### config.mk
export PLATFORM = sky130hd
export DESIGN_NAME = alu_deserializer
export DESIGN_NICKNAME = d
export VERILOG_FILES = /design/src/rtl/alu_pkg.sv /design/src/rtl/alu_crc4.sv /design/src/rtl/alu_deserializer.sv
export SDC_FILE = /design/constraint.sdc
export NUM_CORES = 1
export LEC_CHECK = 0
export CELL_PAD_IN_SITES_DETAIL_PLACEMENT = 0
export CELL_PAD_IN_SITES_GLOBAL_PLACEMENT = 2
export CORE_AREA = 2 2 134 136
export DETAILED_ROUTE_END_ITERATION = 6
export DIE_AREA = 0 0 136 138
export PLACE_DENSITY = 0.72
export SLEW_MARGIN = 20
export SYNTH_ARGS = -nofsm -noshare
export SYNTH_HDL_FRONTEND = slang
export SYNTH_HIERARCHICAL = 1
export SYNTH_SLANG_ARGS = --single-unit
### constraint.sdc
create_clock -name clk -period 2.92 [get_ports clk]
set_input_delay 0.73 -clock clk [delete_from_list [all_inputs] [get_ports clk]]
set_output_delay 0.73 -clock clk [all_outputs]
set_load 0.02 [all_outputs]
### src/rtl/alu_pkg.sv
// alu_pkg: shared types and constants for the serial ALU receive path.
`default_nettype none

package alu_pkg;

  localparam int DATA_PKTS_DEFAULT = 8;

  localparam logic PKT_DATA = 1'b0;
  localparam logic PKT_CMD  = 1'b1;

  localparam int ERR_DATA_BIT = 2;
  localparam int ERR_CRC_BIT  = 1;
  localparam int ERR_OP_BIT   = 0;

  typedef enum logic [2:0] {
    OP_AND = 3'b000,
    OP_OR  = 3'b001,
    OP_ADD = 3'b100,
    OP_SUB = 3'b101
  } operation_t;

  typedef enum logic [1:0] {
    RX_IDLE      = 2'd0,
    RX_BITS      = 2'd1,
    RX_FRAME_ERR = 2'd2
  } rx_state_t;

  function automatic logic op_is_valid(input logic [2:0] op);
    logic ok;
    ok = 1'b0;
    case (op)
      OP_AND, OP_OR, OP_ADD, OP_SUB: ok = 1'b1;
      default:                       ok = 1'b0;
    endcase
    return ok;
  endfunction

endpackage

`default_nettype wire

### src/rtl/alu_crc4.sv
// alu_crc4: combinational CRC-4 (x^4+x+1, init 0, MSB first) over a 68-bit word (rev 1.0).
`default_nettype none

module alu_crc4 (
  input  logic [67:0] data,
  output logic [3:0]  crc
);

  function automatic logic [3:0] crc4_calc(input logic [67:0] d);
    logic [3:0] c;
    logic       fb;
    c = 4'h0;
    for (int i = 67; i >= 0; i--) begin
      fb = c[3] ^ d[i];
      c  = {c[2:0], 1'b0} ^ (fb ? 4'h3 : 4'h0);
    end
    return c;
  endfunction

  assign crc = crc4_calc(data);

endmodule

`default_nettype wire

### src/rtl/alu_deserializer.sv
// alu_deserializer: serial packet receiver feeding the ALU core over valid/ready (rev 1.0).
// Optional CRC check enabled by defining ALU_DESER_CRC_EN.
`default_nettype none

module alu_deserializer
  import alu_pkg::*;
#(
  parameter int DATA_PKTS = DATA_PKTS_DEFAULT
) (
  input  logic        clk,
  input  logic        rst_n,
  input  logic        sin,
  output logic        out_valid,
  input  logic        out_ready,
  output logic [31:0] out_a,
  output logic [31:0] out_b,
  output logic [2:0]  out_op,
  output logic [2:0]  out_err,
  output logic        overrun
);

  localparam int CW = $clog2(DATA_PKTS + 2);
  localparam logic [CW-1:0] CNT_FULL = CW'(DATA_PKTS);
  localparam logic [CW-1:0] CNT_SAT  = CW'(DATA_PKTS + 1);

  rx_state_t       state, state_nx;
  logic [3:0]      bit_cnt;
  logic [8:0]      shreg;
  logic [63:0]     asm_q;
  logic [CW-1:0]   pkt_cnt;
  logic            ferr_pend;

  logic            stop_now, pkt_done, frame_bad, cmd_done, data_done;
  logic [2:0]      cmd_op;
  logic [3:0]      cmd_crc;
  logic            err_data, err_crc, err_op, any_err;
  logic [2:0]      err_vec;
  logic            out_free;

  // shreg holds {type, payload[7:0]} once the stop bit is on the line
  assign stop_now  = (state == RX_BITS) && (bit_cnt == 4'd10);
  assign pkt_done  = stop_now && sin;
  assign frame_bad = stop_now && !sin;
  assign cmd_done  = pkt_done && (shreg[8] == PKT_CMD);
  assign data_done = pkt_done && (shreg[8] == PKT_DATA);
  assign cmd_op    = shreg[6:4];
  assign cmd_crc   = shreg[3:0];

  assign err_data = (pkt_cnt != CNT_FULL) || ferr_pend;
  assign err_op   = !op_is_valid(cmd_op);

`ifdef ALU_DESER_CRC_EN
  logic [3:0] crc_calc;

  alu_crc4 u_crc4 (
    .data ({asm_q, 1'b1, cmd_op}),
    .crc  (crc_calc)
  );

  assign err_crc = (crc_calc != cmd_crc);
`else
  assign err_crc = 1'b0;
`endif

  always_comb begin
    err_vec = 3'b000;
    if (err_data)     err_vec[ERR_DATA_BIT] = 1'b1;
    else if (err_crc) err_vec[ERR_CRC_BIT]  = 1'b1;
    else if (err_op)  err_vec[ERR_OP_BIT]   = 1'b1;
  end

  assign any_err  = |err_vec;
  assign out_free = !out_valid || out_ready;

  always_comb begin
    state_nx = state;
    case (state)
      RX_IDLE:      if (!sin) state_nx = RX_BITS;
      RX_BITS:      if (bit_cnt == 4'd10) state_nx = sin ? RX_IDLE : RX_FRAME_ERR;
      RX_FRAME_ERR: if (sin) state_nx = RX_IDLE;
      default:      state_nx = RX_IDLE;
    endcase
  end

  always_ff @(posedge clk) begin
    if (!rst_n) state <= RX_IDLE;
    else        state <= state_nx;
  end

  always_ff @(posedge clk) begin
    if (!rst_n) begin
      bit_cnt   <= 4'd0;
      shreg     <= 9'd0;
      asm_q     <= 64'd0;
      pkt_cnt   <= '0;
      ferr_pend <= 1'b0;
    end else begin
      if (state == RX_IDLE)      bit_cnt <= 4'd1;
      else if (state == RX_BITS) bit_cnt <= bit_cnt + 4'd1;

      if ((state == RX_BITS) && (bit_cnt != 4'd10))
        shreg <= {shreg[7:0], sin};

      if (frame_bad) begin
        asm_q     <= 64'd0;
        pkt_cnt   <= '0;
        ferr_pend <= 1'b1;
      end else if (data_done) begin
        asm_q <= {asm_q[55:0], shreg[7:0]};
        if (pkt_cnt != CNT_SAT) pkt_cnt <= pkt_cnt + 1'b1;
      end else if (cmd_done) begin
        asm_q     <= 64'd0;
        pkt_cnt   <= '0;
        ferr_pend <= 1'b0;
      end
    end
  end

  always_ff @(posedge clk) begin
    if (!rst_n) begin
      out_valid <= 1'b0;
      out_a     <= 32'd0;
      out_b     <= 32'd0;
      out_op    <= 3'd0;
      out_err   <= 3'd0;
      overrun   <= 1'b0;
    end else begin
      overrun <= 1'b0;
      if (cmd_done && out_free) begin
        out_valid <= 1'b1;
        out_a     <= any_err ? 32'd0 : asm_q[31:0];
        out_b     <= any_err ? 32'd0 : asm_q[63:32];
        out_op    <= any_err ? 3'd0  : cmd_op;
        out_err   <= err_vec;
      end else begin
        if (cmd_done) overrun <= 1'b1;
        if (out_valid && out_ready) out_valid <= 1'b0;
      end
    end
  end

endmodule

`default_nettype wire
; After elaboration in Yosys (flattened, before gate mapping)
; Index checks and enable logic that the tools add are counted.
[op_classes]
reduce_logical = 26
addsub = 2
eq_ne = 14
n_bitwise = 2
n_mux = 25
[op_table]
columns = operator, count
row1 = $mux W64, 2
row2 = $mux W32, 2
row3 = $mux W1, 12
row4 = $mux W4, 3
row5 = $ne A4 B4 Y1 const B, 3
row6 = $add A4 B1 Y4 const B, 2
row7 = $logic_and A1 B1 Y1, 8
row8 = $mux W2, 4
row9 = $reduce_bool A2 Y1, 4
row10 = $eq A3 B3 Y1 const B, 2
row11 = $ne A2 B2 Y1 const B, 3
row12 = $pmux W2 S3, 1
row13 = $reduce_or A2 Y1, 3
row14 = $eq A4 B4 Y1 const B, 1
row15 = $ne A2 B1 Y1 const B, 2
row16 = $reduce_and A2 Y1, 2
row17 = $reduce_or A4 Y1, 1
row18 = $eq A3 B1 Y1 const B, 1
row19 = $logic_not A3 Y1, 1
row20 = $mux W3, 1
row21 = $reduce_and A3 Y1, 1
row22 = $reduce_or A3 Y1, 1
row23 = $eq A2 B1 Y1 const B, 1
row24 = $eq A2 B2 Y1 const B, 1
row25 = other kinds (4), 7
[word_totals]
in_bits = 4
out_inout_bits = 72
register_bits = 156
elab_cells = 82

; Depth between registers and ports, before layout
; Gate-level depths: netlist (run 1).
[logic_depth]
ltp_word = 7
mapped_depth = 8
ltp_nobuf = 6

; Least setup slack after synthesis (run 1)
; OpenSTA, ideal clock, no wires.
[synth_path]
kind = reg-to-reg
startpoint = reg state[1]
endpoint = reg asm_q[0]
setup_ns = 0.132
path_stages_with_launch = 9
arrival_time_ns = 1.751
n_path_buf = 4
setup_slack_ns = 1.037
t_required_ns = 2.788
cell_sequence = dfxtp_1 > buf_2 > or3b_1 > buf_2 > or2_2 > clkbuf_1 > clkbuf_1 > nand2_1 > a21oi_1
[synth_between]
elab_chain_len = 5
elab_cells_between_ends = 9
[synth_rtl]
columns = item, line_no
row1 = start: declaration, alu_deserializer.sv:26  ; rx_state_t state, state_nx;
row2 = start signal: assignment, alu_deserializer.sv:87  ; else state <= state_nx;
row3 = $eq A2 B1 Y1 (*), alu_deserializer.sv:41  ; assign stop_now = (state == RX_BITS) && (bit_cnt == 4'd10);
row4 = $logic_and A1 B1 Y1 (*), alu_deserializer.sv:41
row5 = $logic_and A1 B1 Y1, alu_deserializer.sv:42  ; assign pkt_done = stop_now && sin;
row6 = $logic_and A1 B1 Y1 (on tied branches), "alu_deserializer.sv:45, alu_deserializer.sv:44"
row7 = $mux W64 or $reduce_bool A2 Y1 (tied branches), --
row8 = end signal: assignment, alu_deserializer.sv:109  ; asm_q <= {asm_q[55:0], shreg[7:0]};
row9 = end: declaration, alu_deserializer.sv:29  ; logic [63:0] asm_q;
; Every way passes the cells marked *; elsewhere a longest branch is shown, timed or not.
; A chain may end at the register's enable or synchronous reset.

; Worst setup path in the final report (run 1)
[layout_path]
startpoint = in sin
endpoint = reg out_a[31]
[layout_between]
elab_chain_len = 3
[layout_rtl]
columns = item, line_no
row1 = start: declaration, alu_deserializer.sv:12  ; input logic sin,
row2 = $logic_and A1 B1 Y1, alu_deserializer.sv:42
row3 = $logic_and A1 B1 Y1, alu_deserializer.sv:44  ; assign cmd_done = pkt_done && (shreg[8] == PKT_CMD);
row4 = $logic_and A1 B1 Y1, alu_deserializer.sv:129  ; if (cmd_done && out_free) begin
row5 = end signal: assignment, alu_deserializer.sv:131  ; out_a <= any_err ? 32'd0 : asm_q[31:0];
row6 = end: declaration, alu_deserializer.sv:15  ; output logic [31:0] out_a,
; Every way passes these cells.

==> results of run 1 <==
[critical path, stage by stage]
cell                              delay, ns
sky130_fd_sc_hd__clkdlybuf4s50_1       0.64
sky130_fd_sc_hd__nand4_1               0.24
sky130_fd_sc_hd__nor3_4                0.21
sky130_fd_sc_hd__and4b_2               0.27
sky130_fd_sc_hd__buf_12                0.29
sky130_fd_sc_hd__a22o_1                0.20
[cell families after synthesis]
family,synth area share [%]
AO/OA/AOI/OAI,18.3
other,0.0670
multiplexers,1.61
buffers and inverters,4.47
AND/OR/NAND/NOR,19.0
flip-flops,55.4
adder cells (fa/ha/maj),1.12
[worst max path at each step]
| stage | startpoint | end | cells past startpoint |
|---|---|---|---|
| finish | sin | out_a[31]$_SDFFE_PN0P_ | 6 |
| global route | sin | out_a[14]$_SDFFE_PN0P_ | 6 |
| CTS | sin | out_a[14]$_SDFFE_PN0P_ | 6 |
| detailed placement | sin | out_a[14]$_SDFFE_PN0P_ | 6 |
| global placement | sin | out_a[22]$_SDFFE_PN0P_ | 6 |
| floorplan | state[1]$_SDFFE_PN0P_ | asm_q[0]$_SDFFE_PP0P_ | 8 |
[per-layer routing]
layer  vias up  part of all wire, %  global-route usage, %
met4         0                 0.87                   4.44
met5         -                    0                      0
met2        82                   46                   22.7
met3         9                  4.4                   4.33
li1       2081                    -                      -
met1      1964                   49                   20.3
[state kept, by name, summed over array words and instances, names as in the netlist]
register,count
out_valid,1
shreg,9
out_op,3
overrun,1
state,2
pkt_cnt,4
ferr_pend,1
out_err,2
out_b,32
out_a,32
asm_q,64
bit_cnt,4
[power by group through the flow]
stage | logic, mW | registers (mW) | clock network [mW]
final | 0.0847 | 2.12 | 2.36
after global routing | 0.0927 | 2.12 | 2.53
after CTS | 0.0868 | 2.12 | 2.42
after detailed placement | 0.0867 | 2.17 | 0
after global placement | 0.0850 | 2.17 | 0
after floorplan | 0.0574 | 2.17 | 0
[Yosys cell counts (4+ instances only)]
| cell | count | area (sq um) |
|---|---|---|
| sky130_fd_sc_hd__mux2i_1 | 9 | 90.1 |
| sky130_fd_sc_hd__dfxtp_1 | 155 | 3100 |
| sky130_fd_sc_hd__nor2b_1 | 14 | 87.6 |
| sky130_fd_sc_hd__nand3b_1 | 66 | 495 |
| sky130_fd_sc_hd__ha_1 | 5 | 62.6 |
| sky130_fd_sc_hd__buf_2 | 14 | 70.1 |
| sky130_fd_sc_hd__a22o_1 | 66 | 578 |
| sky130_fd_sc_hd__buf_6 | 5 | 56.3 |
| sky130_fd_sc_hd__o21ai_0 | 5 | 25.0 |
| sky130_fd_sc_hd__nor2_1 | 4 | 15.0 |
| sky130_fd_sc_hd__clkbuf_1 | 24 | 90.1 |
| sky130_fd_sc_hd__inv_1 | 4 | 15.0 |
| sky130_fd_sc_hd__nand2_1 | 71 | 267 |
| sky130_fd_sc_hd__a21oi_1 | 69 | 345 |
| sky130_fd_sc_hd__nand3_1 | 6 | 30.0 |
[stage by stage]
| step | cells | power [mW] |
|---|---|---|
| after detailed placement | 822 | 2.26 |
| after CTS | 854 | 4.63 |
| after floorplan | 554 | 2.23 |
| final | 854 | 4.57 |
| after global routing | 854 | 4.74 |
| after global placement | 822 | 2.26 |
[placed cells by master, fill, tap and decap left out, drive strengths merged]
cell           netlist  routed
a22o                66      66
nand4                2       2
clkinv               0       5
nor2b               14      14
dfxtp              155     155
a21o                 1       1
nand2               71      71
or3b                 1       1
nor4bb               1       1
o21a                 1       1
and3b                2       2
and4b                1       1
o21bai               1       1
inv                  4       4
nand3                6       6
nor2                 5       5
nor3b                1       1
and2                 3       3
nand2b               1       1
a21oi               69      69
clkbuf              24      22
ha                   5       5
or2                  2       2
bufinv               0       4
and3                 1       1
conb                 1       1
o21ai                6       6
clkdlybuf4s50        0      74
o211a                1       1
buf                 23      12
o2bb2ai              1       1
nand3b              66      66
clkinvlp             0       1
nor3                 2       2
nor4                 1       1
a21boi               3       3
mux2i                9       9
a31oi                1       1
or3                  3       3
[layout make-up]
cell class	instances	share of cell area, %
timing repair buffer	86	12.4
clock buffer	22	6.58
clock inverter	10	2.28
tap	229	3.98
sequential	155	43.1
inverter	4	0.208
multi-input combinational	348	31.5
==> results.txt, run 1 <==
----------------------------------------------------
[STA]
  Worst Slack Setup Final ... 0.664 ns
  Finish-stage setup viols ... 0
  FMAX ... 0.443 GHz
  Final worst clock skew ... 0.0119 ns
  Transition time at the pin with the least slew margin ... 0.610 ns
  Setup repair after global routing missed its margin ... false
  Rel. slew slack ... 59.0%
  Total Neg Setup Slack ... 0 ns
  Worst hold margin ... 0.458 ns
  Final count of hold timing violations ... 0
  Pins over their slew limit ... 0
  Final worst path period share ... 77.3%
  Min Clock Period, post-route ... 2.26 ns

[Worst setup path]
  Worst reg2reg path startpoint ... state[0]$_SDFFE_PN0P_
  R2R setup slack ... 0.89 ns
  Reg-to-Reg End ... out_a[31]$_SDFFE_PN0P_
  Kind of critical path ... primary input to flop
  Endpoint required time on the critical path ... 3.28 ns
  Biggest fanout along the worst timing path ... 66
  Worst path arrival time ... 2.62 ns
  R2R cell count ... 5
  CP endpoint kind ... flop
  Startpoint kind of the worst setup timing path ... primary input

[Die]
  Die Height ... 138 um
  Total I/O pin count ... 76
  CORE AREA ... 17500 sq um
  Width of the die ... 136 um
  Overall die area ... 18800 sq um
  Initial cell density of the core ... 31.9%
  Standard-cell row count ... 49

[Global route]
  Largest net degree at the start of global routing ... 69
  Via count of the first global-routing pass ... 4088
  Grt total ovfl ... 0
  Number of antenna violations at the first check in global routing ... 0
  Total global-route track usage ... 14.9%
  Wire length of the first global-routing pass ... 22.1 mm

[Layout]
  Final instance area ... 7200 sq um
  Count of fill cells added during filler insertion ... 1719
  Area growth syn-to-layout ... 28.7%
  Net total in the final layout ... 621
  Count of antenna diodes in the layout ... 0
  Share of the core filled with cells ... 41.1%
  Sequential cell area in the final layout ... 3100 sq um
  Fraction of final layout cells sized beyond drive strength 1 ... 8.00%
  Multi-input gate area ... 2270 sq um

[Placed design]
  Cell area after placement ... 6570 sq um
  Number of buffers inserted by port buffering ... 74
  Post-detailed-placement half-perimeter wirelength ... 8.00 mm
  Setup WS pre-CTS ... 0.242 ns
  Final Wtd Congestion ... 0.715

[Clock tree]
  H-Tree Level Count ... 4
  Buffer depth of the longest clock path ... 2
  Clock buffer count from CTS ... 17
  Clock sink count ... 155
  Source-to-sink clock delay at the later pin of the worst-skew pair ... 0.42 ns
  CTS Hold Buffers Added ... 0
  Cts repair resizes ... 0
  Clock-pin transition on the worst setup and hold timing paths ... 0.06 ns
  Clock tree from TritonCTS ... yes
  Setup bufs post-CTS ... 0
  Root cell of the clock tree ... sky130_fd_sc_hd__clkbuf_16

[Logic synthesis]
  Number of distinct standard cells referenced by the synthesized netlist ... 41
  Async set-reset flop share out of synthesis ... 0%
  Post-synth EDFFs ... 0
  Instance count of the mapped netlist ... 554
  Avg Inst Size Synth ... 10.1 sq um
  Count of warnings emitted by yosys ... 6
  Synthesized flop and latch total ... 155
  Fraction of the yosys area taken by sequential cells ... 55.4%
  Mapped Area ... 5600 sq um
  Top_reg_cell synth ... sky130_fd_sc_hd__dfxtp_1
  Post-Syn Nets ... 563

[Routing]
  Number of DRC violations after detailed routing ... 0
  Detailed Route WL ... 13.3 mm
  WL per Instance ... 15.6 um
  Drt first-iter violations ... 312
  Post-detailed-route via-to-cell ratio ... 4.84
  Drt first pass iters ... 5
  Post-detailed-route count of antenna-violating nets ... 0
  DR vias ... 4136

[Min path]
  Worst min-delay path class ... flop to flop
  End point of the most critical hold path ... asm_q[56]$_SDFFE_PP0P_
  Number of cells on the worst hold path ... 2
  Hold Path Origin ... asm_q[56]$_SDFFE_PP0P_

[Power and ir drop]
  Switching fraction of total power ... 20.1%
  Share of total power in the clock network ... 51.7%
  Share of total power in sequential cells ... 46.5%
  Maximum VDD drop ... 0.000475 V
  Total power per unit cell area ... 634 nW/um^2
  Share of total power in combinational logic ... 1.9%
  Reported leakage power ... 2.50 nW
  Cell-internal power ... 3.65 mW
  Power spent charging and discharging nets ... 0.920 mW

[Job]
  Max Cap Viol ... 0

[Run status]
  Run status ... completed

----------------------------------------------------
No activity file was read; power rests on OpenSTA's default activity.
==> inputs of run 2 (changes only) <==
Clock period 2.92 ns to 2.35 ns, I/O delays scaled along.
==> run 2 against run 1 <==
Cell count rose by 0.94%. Clock power is 15% higher. Count of clock-buffer cells in the layout shrank 4. Via count rose by 2.5%. Global-route usage is 0.16 points lower. Critical path depth fell by 1. First-iteration DRC count down 2.2%. Register-to-register slack got worse by 0.58 ns. Sequential share of layout area decreased by 0.26 points. Flip-flop and latch count stayed put. Largest cell class unchanged.
==> results.txt, run 2 (synthesized netlist as in run 1, its figures left out) <==
----------------------------------------------------
[Clock tree]
  Setup bufs post-CTS ... 0
  Buffer depth of the longest clock path ... 2
  Clock-pin transition on the worst setup and hold timing paths ... 0.06 ns
  Clock buffer count from CTS ... 17
  H-Tree Level Count ... 4
  CTS Hold Buffers Added ... 0
  Root cell of the clock tree ... sky130_fd_sc_hd__clkbuf_16
  Clock sink count ... 155
  Cts repair resizes ... 0
  Source-to-sink clock delay at the later pin of the worst-skew pair ... 0.42 ns
  Clock tree from TritonCTS ... yes

[STA]
  Final worst clock skew ... 0.00970 ns
  Pins over their slew limit ... 0
  Final count of hold timing violations ... 0
  Min Clock Period, post-route ... 2.04 ns
  Finish-stage setup viols ... 0
  Total Neg Setup Slack ... 0 ns
  Rel. slew slack ... 62.3%
  FMAX ... 0.491 GHz
  Final worst path period share ... 86.7%
  Setup repair after global routing missed its margin ... false
  Worst hold margin ... 0.459 ns
  Transition time at the pin with the least slew margin ... 0.566 ns

[Global route]
  Total global-route track usage ... 14.7%
  Via count of the first global-routing pass ... 4006
  Wire length of the first global-routing pass ... 21.7 mm
  Number of antenna violations at the first check in global routing ... 0
  Largest net degree at the start of global routing ... 68
  Grt total ovfl ... 0

[Worst setup path]
  R2R cell count ... 5
  Worst setup path end ... out_a[8]$_SDFFE_PN0P_
  Chain of cells forming the critical path ... or3b_1 -> nor3_4 -> and4b_2 -> buf_12 -> a22o_1
  Reg-to-Reg End ... out_a[8]$_SDFFE_PN0P_
  Critical Path Max Stage Delay ... 0.52 ns
  Worst path arrival time ... 2.40 ns
  Kind of critical path ... flop to flop
  CP endpoint kind ... flop
  Family with the most delay on the worst path ... simple AND/OR/NAND/NOR gates
  Endpoint required time on the critical path ... 2.72 ns
  R2R setup slack ... 0.31 ns
  CP Launch Point ... state[0]$_SDFFE_PN0P_
  Worst reg2reg path startpoint ... state[0]$_SDFFE_PN0P_
  Levels on crit path ... 5
  Critical Path Slowest Stage Cell ... sky130_fd_sc_hd__or3b_1
  Biggest fanout along the worst timing path ... 49
  Startpoint kind of the worst setup timing path ... flop
  Worst path buffer plus inverter count ... 1

[Layout]
  Top flop regs ... asm_q: 64 flops, out_a: 32 flops, out_b: 32 flops
  Count of antenna diodes in the layout ... 0
  Fraction of final layout cells sized beyond drive strength 1 ... 9.48%
  Area growth syn-to-layout ... 29.5%
  Share of the core filled with cells ... 41.3%
  Largest register FFs ... 64
  Most frequent standard cell in the layout excluding fill and tap cells ... sky130_fd_sc_hd__dfxtp_1
  Largest reg by FF count ... asm_q
  Highest-count cells in the layout ignoring fill and taps ... sky130_fd_sc_hd__dfxtp_1 (155), sky130_fd_sc_hd__clkdlybuf4s50_1 (74), sky130_fd_sc_hd__nand2_1 (71), sky130_fd_sc_hd__a21oi_1 (69)
  Count of fill cells added during filler insertion ... 1758
  Net total in the final layout ... 629

[Die]
  Initial cell density of the core ... 31.9%
  Overall die area ... 18800 sq um
  Total I/O pin count ... 76
  Die Height ... 138 um
  Standard-cell row count ... 49
  CORE AREA ... 17500 sq um
  Width of the die ... 136 um

[Placed design]
  Number of buffers inserted by port buffering ... 74
  Post-detailed-placement half-perimeter wirelength ... 8.35 mm
  Final Wtd Congestion ... 0.723

[Min path]
  Worst min-delay path class ... flop to flop

[Power and ir drop]
  Maximum VDD drop ... 0.000487 V
  Reported leakage power ... 2.53 nW
  Total power per unit cell area ... 753 nW/um^2
  Overall power of the completed layout ... 5.46 mW

[Routing]
  Drt first pass iters ... 4
  WL per Instance ... 15.6 um
  Post-detailed-route count of antenna-violating nets ... 0
  DR vias ... 4240
  Post-detailed-route via-to-cell ratio ... 4.92
  Detailed Route WL ... 13.4 mm
  Number of DRC violations after detailed routing ... 0
  Drt first-iter violations ... 305

[Job]
  Max Cap Viol ... 0

[Run status]
  Run status ... completed

----------------------------------------------------
run 2: worst register-to-register path, cell delays in order (launching register included):
cell and delay, ns:
sky130_fd_sc_hd__dfxtp_1 0.40, sky130_fd_sc_hd__or3b_1 0.53, sky130_fd_sc_hd__nor3_4 0.30, sky130_fd_sc_hd__and4b_2 0.31, sky130_fd_sc_hd__buf_12 0.26, sky130_fd_sc_hd__a22o_1 0.20
run 2: metal layers:
metal,track usage [%],share of wire [%]
met1,21.1,49
met5,0,0
met4,3.95,0.99
met3,4.58,4.4
met2,21.4,46
run 2: worst min path at each step:
stage          slack [ns]  depth (start not counted)                   start                endpoint
2_1_floorplan        0.43                          2  asm_q[56]$_SDFFE_PP0P_  asm_q[56]$_SDFFE_PP0P_
3_3_place_gp         0.44                          1  out_op[1]$_SDFFE_PN0P_  out_op[1]$_SDFFE_PN0P_
3_5_place_dp         0.45                          1  out_op[1]$_SDFFE_PN0P_  out_op[1]$_SDFFE_PN0P_
4_1_cts              0.46                          2  asm_q[60]$_SDFFE_PP0P_  asm_q[60]$_SDFFE_PP0P_
5_1_grt              0.48                          2  asm_q[60]$_SDFFE_PP0P_  asm_q[60]$_SDFFE_PP0P_
6_report             0.46                          2  asm_q[56]$_SDFFE_PP0P_  asm_q[56]$_SDFFE_PP0P_
run 2: final cells by class:
type                       instances  area (sq um)  area share [%]
sequential                       155          3100            42.8
multi-input combinational        348          2270            31.3
timing repair buffer              94           991            13.7
clock buffer                      18           439            6.06
tap                              229           287            3.95
clock inverter                    14           145            2.00
inverter                           4          15.0           0.207
run 2: per-stage QoR:
stage / worst slack, ns / instances / cell area, sq um
final: 0.313 / 862 / 7250
after global routing: 0.139 / 862 / 7250
after floorplan: 0.467 / 554 / 5600
after global placement: 0.00627 / 830 / 6660
after CTS: 0.281 / 862 / 7250
after detailed placement: -0.0609 / 830 / 6660
run 2: power breakdown:
group / leakage, nW / internal, mW / switching [mW]
registers: 1.25 / 2.63 / 0.00597
logic: 1.00 / 0.0437 / 0.0694
clock network: 0.279 / 1.59 / 1.11
==> inputs of run 3 (changes only) <==
Settings changed: CELL_PAD_IN_SITES_GLOBAL_PLACEMENT 2 to 1, PLACE_DENSITY 0.72 to 0.61.
==> run 3 against run 2 <==
Utilization grew 0.16 points. Register-to-register slack better by 0.02 ns. Worst setup slack better by 0.015 ns.
==> results.txt, run 3 (synthesized netlist as in run 1, its figures left out) <==
----------------------------------------------------
[Clock tree]
  CTS Hold Buffers Added ... 0
  Cts repair resizes ... 0
  Buffer depth of the longest clock path ... 2
  Source-to-sink clock delay at the later pin of the worst-skew pair ... 0.42 ns
  Clock buffer count from CTS ... 17
  Root cell of the clock tree ... sky130_fd_sc_hd__clkbuf_16
  Clock tree from TritonCTS ... yes
  Clock-pin transition on the worst setup and hold timing paths ... 0.06 ns
  H-Tree Level Count ... 4
  Clock sink count ... 155
  Setup bufs post-CTS ... 0

[STA]
  Finish-stage setup viols ... 0
  Min Clock Period, post-route ... 2.02 ns
  Transition time at the pin with the least slew margin ... 0.532 ns
  FMAX ... 0.495 GHz
  Setup repair after global routing missed its margin ... false
  Final count of hold timing violations ... 0
  Pins over their slew limit ... 0
  Final worst path period share ... 86.0%
  Final worst clock skew ... 0.00682 ns
  Rel. slew slack ... 64.0%

[Power and ir drop]
  Share of total power in combinational logic ... 1.9%
  Switching fraction of total power ... 20.0%
  Power spent charging and discharging nets ... 1.14 mW
  Overall power of the completed layout ... 5.67 mW
  Cell-internal power ... 4.53 mW
  Share of total power in the clock network ... 51.6%
  Total power per unit cell area ... 779 nW/um^2
  Share of total power in sequential cells ... 46.6%
  Reported leakage power ... 2.54 nW
  Maximum VDD drop ... 0.000485 V

[Routing]
  WL per Instance ... 14.9 um
  Number of DRC violations after detailed routing ... 0
  Drt first-iter violations ... 237
  Post-detailed-route count of antenna-violating nets ... 0
  Detailed Route WL ... 12.8 mm
  Drt first pass iters ... 5
  Post-detailed-route via-to-cell ratio ... 4.81
  DR vias ... 4133

[Run status]
  Run status ... completed

[Global route]
  Met1 GRT Util ... 19.9%
  Gr busiest metal ... met2
  Wire length of the first global-routing pass ... 21.5 mm
  Via count of the first global-routing pass ... 4084
  Grt total ovfl ... 0
  Met2 GRT Util ... 21.8%
  Number of antenna violations at the first check in global routing ... 0
  Met3 track utilization from global routing ... 3.85%
  Total global-route track usage ... 14.4%
  Largest net degree at the start of global routing ... 69

[Layout]
  Fraction of final layout cells sized beyond drive strength 1 ... 8.89%
  Area growth syn-to-layout ... 30.0%
  Highest-count cells in the layout ignoring fill and taps ... sky130_fd_sc_hd__dfxtp_1 (155), sky130_fd_sc_hd__clkdlybuf4s50_1 (74), sky130_fd_sc_hd__nand2_1 (71), sky130_fd_sc_hd__a21oi_1 (69)
  Final instance area ... 7280 sq um
  Net total in the final layout ... 626
  Largest reg by FF count ... asm_q
  Largest register FFs ... 64
  Share of the core filled with cells ... 41.5%
  Count of antenna diodes in the layout ... 0
  Most frequent standard cell in the layout excluding fill and tap cells ... sky130_fd_sc_hd__dfxtp_1
  Top flop regs ... asm_q: 64 flops, out_a: 32 flops, out_b: 32 flops

[Die]
  Width of the die ... 136 um
  Initial cell density of the core ... 31.9%
  Overall die area ... 18800 sq um
  Total I/O pin count ... 76
  Die Height ... 138 um
  Standard-cell row count ... 49
  CORE AREA ... 17500 sq um

[Placed design]
  Number of buffers inserted by port buffering ... 74
  Cell area after placement ... 6640 sq um
  Final Wtd Congestion ... 0.726
  Post-detailed-placement half-perimeter wirelength ... 8.16 mm

[Worst setup path]
  CP endpoint kind ... flop
  Biggest fanout along the worst timing path ... 36
  Kind of critical path ... flop to flop
  Startpoint kind of the worst setup timing path ... flop
  Endpoint required time on the critical path ... 2.71 ns
  R2R setup slack ... 0.33 ns
  Worst path arrival time ... 2.38 ns

[Min path]
  Worst min-delay path class ... flop to flop

[Job]
  Max Cap Viol ... 0

----------------------------------------------------
run 3: worst max-delay path, stage by stage (launching register included):
cell and delay (ns):
sky130_fd_sc_hd__dfxtp_1 0.42, sky130_fd_sc_hd__or3b_1 0.53, sky130_fd_sc_hd__nor3_4 0.30, sky130_fd_sc_hd__and4b_2 0.33
sky130_fd_sc_hd__buf_12 0.21, sky130_fd_sc_hd__a22o_1 0.16
run 3: final cells by class:
cell class / instances / area, sq um
clock buffer: 21 / 470
sequential: 155 / 3100
tap: 229 / 287
clock inverter: 11 / 165
inverter: 4 / 15.0
multi-input combinational: 348 / 2270
fill: 1711 / 10300
timing repair buffer: 91 / 968
run 3: worst paths after layout:
check / start / end / cells after the start
max: state[0]$_SDFFE_PN0P_ / out_a[26]$_SDFFE_PN0P_ / 5
min: asm_q[63]$_SDFFE_PP0P_ / asm_q[63]$_SDFFE_PP0P_ / 2
max reg2reg: state[0]$_SDFFE_PN0P_ / out_a[26]$_SDFFE_PN0P_ / 5
min reg2reg: asm_q[63]$_SDFFE_PP0P_ / asm_q[63]$_SDFFE_PP0P_ / 2
run 3: metrics by stage:
stage	std cells	hold WS [ns]	TNS (ns)	worst slack, ns
finish	859	0.457	0	0.328
global route	859	0.482	0	0.229
CTS	859	0.458	0	0.312
detailed placement	827	0.448	-0.00731	-0.00367
global placement	827	0.449	-0.163	-0.00931
floorplan	554	0.432	0	0.467
run 3: power groups by stage:
stage | clock, mW | combinational, mW | sequential [mW]
6_report | 2.92 | 0.106 | 2.64
3_3_place_gp | 0 | 0.107 | 2.70
3_5_place_dp | 0 | 0.108 | 2.70
5_1_grt | 3.11 | 0.117 | 2.64
4_1_cts | 2.98 | 0.108 | 2.64
2_1_floorplan | 0 | 0.0713 | 2.70
run 3: metal layers:
layer / wire [um] / part of all wire (%) / vias up
li1: - / - / 2105
met1: 6380 / 50 / 1942
met2: 5840 / 46 / 71
met3: 463 / 3.6 / 15
met4: 140 / 1.1 / 0
met5: 0 / 0 / -
